===== src/rtl/dmem_io_arbiter.sv =====
// rtl/dmem_io_arbiter.sv - shares the data RAM / board IO port between the CPU and the UART loader
// Optional round-robin arbitration with DMEM_ARB_RR_EN; fixed loader-over-CPU priority otherwise.
module dmem_io_arbiter #(
  parameter logic [31:0] IO_BASE = 32'hFFFFFC00,
  parameter logic [9:0]  LED_OFF = 10'h060,
  parameter logic [9:0]  SW_OFF  = 10'h070,
  parameter int          MEM_LAT = 1
) (
  input  logic        clk,
  input  logic        rst_n,
  input  logic        cpu_req,
  input  logic        cpu_we,
  input  logic [31:0] cpu_addr,
  input  logic [31:0] cpu_wdata,
  output logic        cpu_ack,
  output logic [31:0] cpu_rdata,
  input  logic        ld_req,
  input  logic        ld_we,
  input  logic [31:0] ld_addr,
  input  logic [31:0] ld_wdata,
  output logic        ld_ack,
  output logic [31:0] ld_rdata,
  output logic        mem_en,
  output logic        mem_we,
  output logic [31:0] mem_addr,
  output logic [31:0] mem_wdata,
  input  logic [31:0] mem_rdata,
  input  logic [15:0] sw_in,
  output logic [15:0] led_out,
  output logic        bus_err
);

  typedef enum logic [1:0] {S_IDLE, S_ISSUE, S_WAIT, S_DONE} state_t;

  localparam logic [1:0] WAIT_LAST = 2'(MEM_LAT - 1);

  state_t      state, state_nxt;
  logic        own_ld;
  logic        lat_we;
  logic [31:0] lat_addr;
  logic [31:0] lat_wdata;
  logic        err_q;
  logic [1:0]  wait_cnt;
  logic        grant_ld;
  logic        is_io;
  logic [9:0]  io_off;
  logic        io_hit;
  logic        cap_en;
  logic [31:0] cap_val;

  assign is_io  = (lat_addr[31:10] == IO_BASE[31:10]);
  assign io_off = lat_addr[9:0];
  assign io_hit = (io_off == LED_OFF) || (io_off == SW_OFF);

`ifdef DMEM_ARB_RR_EN
  // prio_ld=1 means the loader wins a tie; it points away from whoever just completed.
  logic prio_ld;

  always_ff @(posedge clk or negedge rst_n) begin
    if (!rst_n) begin
      prio_ld <= 1'b0;
    end else if (state == S_DONE) begin
      prio_ld <= ~own_ld;
    end
  end

  assign grant_ld = ld_req && (!cpu_req || prio_ld);
`else
  assign grant_ld = ld_req;
`endif

  always_ff @(posedge clk or negedge rst_n) begin
    if (!rst_n) begin
      state <= S_IDLE;
    end else begin
      state <= state_nxt;
    end
  end

  always_comb begin
    state_nxt = state;
    mem_en    = 1'b0;
    mem_we    = 1'b0;
    cpu_ack   = 1'b0;
    ld_ack    = 1'b0;
    bus_err   = 1'b0;
    cap_en    = 1'b0;
    cap_val   = 32'h0;
    case (state)
      S_IDLE: begin
        if (cpu_req || ld_req) state_nxt = S_ISSUE;
      end
      S_ISSUE: begin
        mem_en    = !is_io;
        mem_we    = !is_io && lat_we;
        state_nxt = (!is_io && !lat_we) ? S_WAIT : S_DONE;
        // Unmapped IO reads return zero; LED reads back its current value.
        if (is_io && !lat_we) begin
          cap_en = 1'b1;
          if (io_off == SW_OFF) cap_val = {16'h0, sw_in};
          else if (io_off == LED_OFF) cap_val = {16'h0, led_out};
        end
      end
      S_WAIT: begin
        if (wait_cnt == WAIT_LAST) begin
          cap_en    = 1'b1;
          cap_val   = mem_rdata;
          state_nxt = S_DONE;
        end
      end
      S_DONE: begin
        cpu_ack   = !own_ld;
        ld_ack    = own_ld;
        bus_err   = err_q;
        state_nxt = S_IDLE;
      end
      default: state_nxt = S_IDLE;
    endcase
  end

  always_ff @(posedge clk or negedge rst_n) begin
    if (!rst_n) begin
      own_ld    <= 1'b0;
      lat_we    <= 1'b0;
      lat_addr  <= 32'h0;
      lat_wdata <= 32'h0;
      err_q     <= 1'b0;
      wait_cnt  <= 2'd0;
      led_out   <= 16'h0;
      cpu_rdata <= 32'h0;
      ld_rdata  <= 32'h0;
    end else begin
      case (state)
        S_IDLE: begin
          if (cpu_req || ld_req) begin
            own_ld    <= grant_ld;
            lat_we    <= grant_ld ? ld_we    : cpu_we;
            lat_addr  <= grant_ld ? ld_addr  : cpu_addr;
            lat_wdata <= grant_ld ? ld_wdata : cpu_wdata;
          end
        end
        S_ISSUE: begin
          wait_cnt <= 2'd0;
          err_q    <= is_io && !io_hit;
          if (is_io && lat_we && (io_off == LED_OFF)) led_out <= lat_wdata[15:0];
        end
        S_WAIT: begin
          wait_cnt <= wait_cnt + 2'd1;
        end
        default: ;
      endcase
      // Only the owner's read-data register ever changes.
      if (cap_en) begin
        if (own_ld) ld_rdata <= cap_val;
        else        cpu_rdata <= cap_val;
      end
    end
  end

  assign mem_addr  = lat_addr;
  assign mem_wdata = lat_wdata;

endmodule


===== config.mk =====
export PLATFORM = sky130hd
export DESIGN_NAME = dmem_io_arbiter
export DESIGN_NICKNAME = d
export VERILOG_FILES = /design/src/rtl/dmem_io_arbiter.sv
export SDC_FILE = /design/constraint.sdc
export NUM_CORES = 1
export LEC_CHECK = 0
export BUFFER_PORTS_ARGS = -buffer_cell sky130_fd_sc_hd__buf_2
export CAP_MARGIN = 20
export CORE_ASPECT_RATIO = 0.6
export CORE_UTILIZATION = 50
export DETAILED_ROUTE_END_ITERATION = 8
export GPL_TIMING_DRIVEN = 1
export PLACE_DENSITY_LB_ADDON = 0.12
export SLEW_MARGIN = 5
export SYNTH_ARGS = -nofsm -noshare
export SYNTH_HDL_FRONTEND = slang
export SYNTH_SLANG_ARGS = --single-unit

===== constraint.sdc =====
create_clock -name clk -period 4.3 [get_ports clk]
set_input_delay 0.43 -clock clk [delete_from_list [all_inputs] [get_ports clk]]
set_output_delay 0.43 -clock clk [all_outputs]
set_load 0.01 [all_outputs]

# After elaboration in Yosys (flattened, before gate mapping)
# Cells that the tools add are included.
dict set report word_totals {
  ff_bits 151
  input_bits 182
  wordCells 61
}
dict set report classes {
  addsub 1
  n_eq_ne 8
  muxes 21
  bitwise 1
  reduce_logical 20
}
# operator n
set ops {}
lappend ops {{$mux 32} 3}
lappend ops {{$pmux 32 s2} 1}
lappend ops {{$mux 16} 3}
lappend ops {{$eq 22x22->1 const B} 1}
lappend ops {{$eq 10x7->1 const B} 2}
lappend ops {{$reduce_and 2->1} 5}
lappend ops {{$mux 1} 9}
lappend ops {{$pmux 2 s4} 1}
lappend ops {{$logic_and 1x1->1} 6}
lappend ops {{$eq 2x2->1 const B} 2}
lappend ops {{$logic_not 1->1} 4}
lappend ops {{$logic_not 2->1} 2}
lappend ops {{$mux 2} 2}
lappend ops {{$ne 2x2->1 const B} 2}
lappend ops {{$pmux 2 s2} 1}
lappend ops {{$add 2x1->2 const B} 1}
lappend ops {{$eq 2x1->1 const B} 1}
lappend ops {{$logic_or 1x1->1} 2}
lappend ops {{$pmux 1 s2} 1}
lappend ops {{$reduce_bool 2->1} 1}
lappend ops {{$not 1->1} 1}

# Logic depth before layout (Yosys ltp)
dict set report depth {
  word_depth 5
  ltp_mapped 9
  ltp_nobuf 7
}

# Worst setup path before layout
# OpenSTA, ideal clock, no wires.
dict set report synth_timing {
  path_kind {reg2reg}
  from {register state[0]}
  to {register cpu_rdata[27]}
  setup_ps 136
  t_arrival_ps 1781
  path_slack_ps 2383
  stages_incl_launch_ff 8
  synth_period_minus_slack_ps 1917
  cell_sequence {dfrtp_1 inv_1 ha_1 and3b_1 a31oi_1 buf_2 clkbuf_1 o21ai_0}
}
dict set report synth_via {
  elab_chain_cells 3
  word_cells_on_any_way 5
  cone_classes {2 x eq/ne; 2 x mux; 1 x reduce/logical}
}
# item line_no
set synth_rtl {}
lappend synth_rtl {{from (decl)} 37} ;# state_t state, state_nxt;
lappend synth_rtl {{from (signal assigned)} 76} ;# state <= state_nxt;
lappend synth_rtl {{$eq 2x2->1 or $eq 2x1->1 (tied branches)} 89} ;# case (state)
lappend synth_rtl {{$pmux 1 s2} 89}
lappend synth_rtl {{$reduce_and 2->1 (no source line)} -}
lappend synth_rtl {{to (signal assigned)} 155} ;# else cpu_rdata <= cap_val;
lappend synth_rtl {{to (decl)} 16} ;# output logic [31:0] cpu_rdata,
# Several ways; a longest one is shown, not always the timed one.
# A chain may end at the register's enable or synchronous reset.

# Final worst setup path
dict set report layout_timing {
  from {register state[0]}
  to {register cpu_rdata[15]}
}
# The elaborated chain is that of the path after synthesis.

==> impl_metrics.tcl <==
set metrics [dict create \
    powerDensity_nw_per_um2 664 \
    clockBufferDepth 2 \
    crit_end "cpu_rdata[15]$_DFFE_PN0P_" \
    power.total_w 0.00620 \
    cp-end-kind "flop" \
    first_pass_iters 4 \
    ys_warn_count 0 \
    finalSetupViolCount 0 \
    p_leak_nw 5.06 \
    cp-start-kind "flop" \
    synth.area.top_cells "dfrtp_1 (55%), mux2i_1 (13%), o21ai_0 (7.4%)" \
    r2r-end "cpu_rdata[15]$_DFFE_PN0P_" \
    startpoint "state[0]$_DFFE_PN0P_" \
    clk_latency_ns 0.42 \
    max_cap_viol_count 0 \
    slew_headroom_pct 26.0 \
    gp_congestion 0.890 \
    syn_area_um2 6900 \
    critPathKind "flop to flop" \
    ys_ff_latch 151 \
    cp.arrival_ns 2.96 \
    fin_crit_sh_pct 62.1 \
    fp.dieW_um 154 \
    synth_edf_count 0 \
    std_cell_rows 32 \
    ys_seq_area_share_pct 54.8 \
    n_fill_cell 1001 \
    dr.first_iter.drc_count 252 \
    status "completed" \
    cts_buffers 17 \
    routed_wl_um 19700 \
    cts-root-buf "clkbuf_16" \
    reg2regPathDepth 5 \
    synth.largest_area_cell "dfrtp_1" \
    finalClockSkew_ns 0.0180 \
    synth_top_area_share_pct 54.8 \
    regToRegSetupSlack_ns 1.63 \
    coreArea_um2 13100 \
    rr_startpoint "state[0]$_DFFE_PN0P_" \
    cts_tree "built" \
    finalSetupTns_ns 0 \
    max_freq_mhz 375 \
    grt_overflow_total 0 \
    post_cts_resized 0 \
    drv_slew 0 \
    avgViaCountPerCell 5.23 \
    drive_gt1_share_pct 43.7 \
    h-tree-depth 4 \
    hold_path_class "input pin to flop" \
    grt_max_degree 118 \
    vias 5924 \
    max_slew.worst_pin.slew_ns 1.11 \
    period_minus_slack_ns 2.67 \
    first_global_vias 6008 \
    post-route-drc-count 0 \
    area_growth_syn_to_layout_pct 35.5 \
    die_area_um2 14300 \
    grt_pass1_wl_um 30900 \
    holdPathStages 3 \
    track_usage_pct 28.3 \
    fin_nets 1137 \
    antennaDiodeCount 0 \
    critical_path.max_fanout 34 \
    finalNonFillerCells 1133 \
    antenna_found_initial 0 \
    synthFlopType "dfrtp_1" \
    wl_per_cell_um 17.4 \
    hold_violations 0 \
    rsz0062_at_grt "no" \
    numClockSinks 151 \
    synth_cell_types 36 \
    port-buffer-count 330 \
    irDropWorstVdd_uv 292 \
    placedCellCount 1097 \
    start_util_pct 52.5 \
    ant_nets 0 \
    dp_hpwl_um 14800 \
    avgSynthCellArea_um2 11.0 \
    ioPinCount 331 \
    synthArstFlopShare_pct 100 \
    syn-num-nets 816 \
    clkSlewWorstSetupHoldPaths_ns 0.07 \
    cp.required_ns 4.59 \
    die_y_um 93.0 \
    syn_inst 629 \
]
routing by layer:
layer  GRT usage [%]  wire length, µm  up-vias
met4            10.0              370        0
li1                -                -     2824
met2            50.1            10000      208
met3            5.89             1100       31
met5               0                0        -
met1            34.7             8200     2861
registers in the layout, indices dropped and copies added (netlist names):
name,flops
cpu_rdata,32
ld_rdata,32
mem_addr,32
mem_wdata,32
led_out,16
state,2
wait_cnt,2
err_q,1
lat_we,1
own_ld,1
worst min-delay path by stage:
stage	from	end	slack (ns)
final	mem_rdata[26]	ld_rdata[26]$_DFFE_PN0P_	0.27
after global routing	mem_rdata[26]	ld_rdata[26]$_DFFE_PN0P_	0.29
after CTS	rst_n	mem_wdata[19]$_DFFE_PN0P_	0.22
after detailed placement	cpu_rdata[30]$_DFFE_PN0P_	cpu_rdata[30]$_DFFE_PN0P_	0.47
after global placement	cpu_rdata[24]$_DFFE_PN0P_	cpu_rdata[24]$_DFFE_PN0P_	0.46
after floorplan	rst_n	cpu_rdata[0]$_DFFE_PN0P_	0.13
area by class of cell:
class | count | area [µm²] | share of cell area, %
clock buffers | 19 | 453 | 4.85
flip-flops and latches | 151 | 3780 | 40.4
multi-input cells | 417 | 2880 | 30.8
clock inverters | 13 | 135 | 1.45
inverters | 23 | 86.3 | 0.924
well taps | 170 | 213 | 2.28
repair buffers | 340 | 1800 | 19.3
cell families (layout without fill, tap and decap cells):
kind of cell | count (synthesis) | after routing | synth area share (%)
AND/OR/NAND/NOR | 158 | 158 | 10.1
adder cells (fa/ha/maj) | 5 | 5 | 0.907
flip-flops | 151 | 151 | 54.8
multiplexers | 145 | 145 | 22.0
buffers and inverters | 61 | 395 | 3.86
AO/OA/AOI/OAI | 109 | 109 | 8.27
cell usage after synthesis (all sizes together) (2+ instances only):
library cell / count
ha: 5
mux2: 54
a21oi: 2
buf: 14
nor2b: 3
dfrtp: 151
mux2i: 91
clkbuf: 24
nand4: 9
inv: 23
nor4: 3
o21ai: 103
nand2: 120
nor2: 3
and2: 4
nand3: 10
metrics by stage:
step                hold slack [ns]  area, µm²  setup WS [ns]  utilization, %
floorplan                     0.134       6900           2.38               -
global placement              0.457       8670           1.64            66.0
detailed placement            0.466       8670           1.47            66.0
CTS                           0.219       9260           1.47            70.5
global route                  0.290       9350           1.38            71.2
finish                        0.271       9350           1.63            71.2
power by group:
group          internal, W  leakage [nW]  total, W  switching [W]
combinational     0.000977          2.81   0.00231        0.00134
clock             0.000844         0.283   0.00146       0.000615
sequential         0.00200          1.97   0.00243       0.000431
total              0.00382          5.06   0.00620        0.00238
placed cells by master (no fill, tap or decap), drive strengths merged:
| master | instances |
|---|---|
| mux2i | 91 |
| inv | 29 |
| and3b | 1 |
| buf | 339 |
| dlygate4sd3 | 1 |
| o21ai | 103 |
| nand3b | 1 |
| a41oi | 1 |
| clkinvlp | 2 |
| nand3 | 10 |
| nor3b | 1 |
| and2 | 4 |
| bufinv | 1 |
| dfrtp | 151 |
| nor4 | 3 |
| a31oi | 1 |
| nor2 | 3 |
| mux2 | 54 |
| nor3 | 1 |
| nand2 | 120 |
| and4 | 1 |
| o32a | 1 |
| nand4 | 9 |
| a21oi | 2 |
| a22o | 1 |
| clkinv | 4 |
| nor2b | 3 |
| ha | 5 |
| clkbuf | 19 |
| and3 | 1 |
critical path, stage by stage, from the launching register on:
cell and delay, ns:
dfrtp_1 0.41, inv_1 0.08, ha_1 0.48, and3b_1 0.29, a31oi_4 0.85, mux2_2 0.42
repair_timing:
item / in CTS / in global routing
setup buffers: 0 / 0
hold endpoints to repair: 0 / 7
hold buffers: 0 / 1
Note: power is estimated with default switching activity, not from simulation.
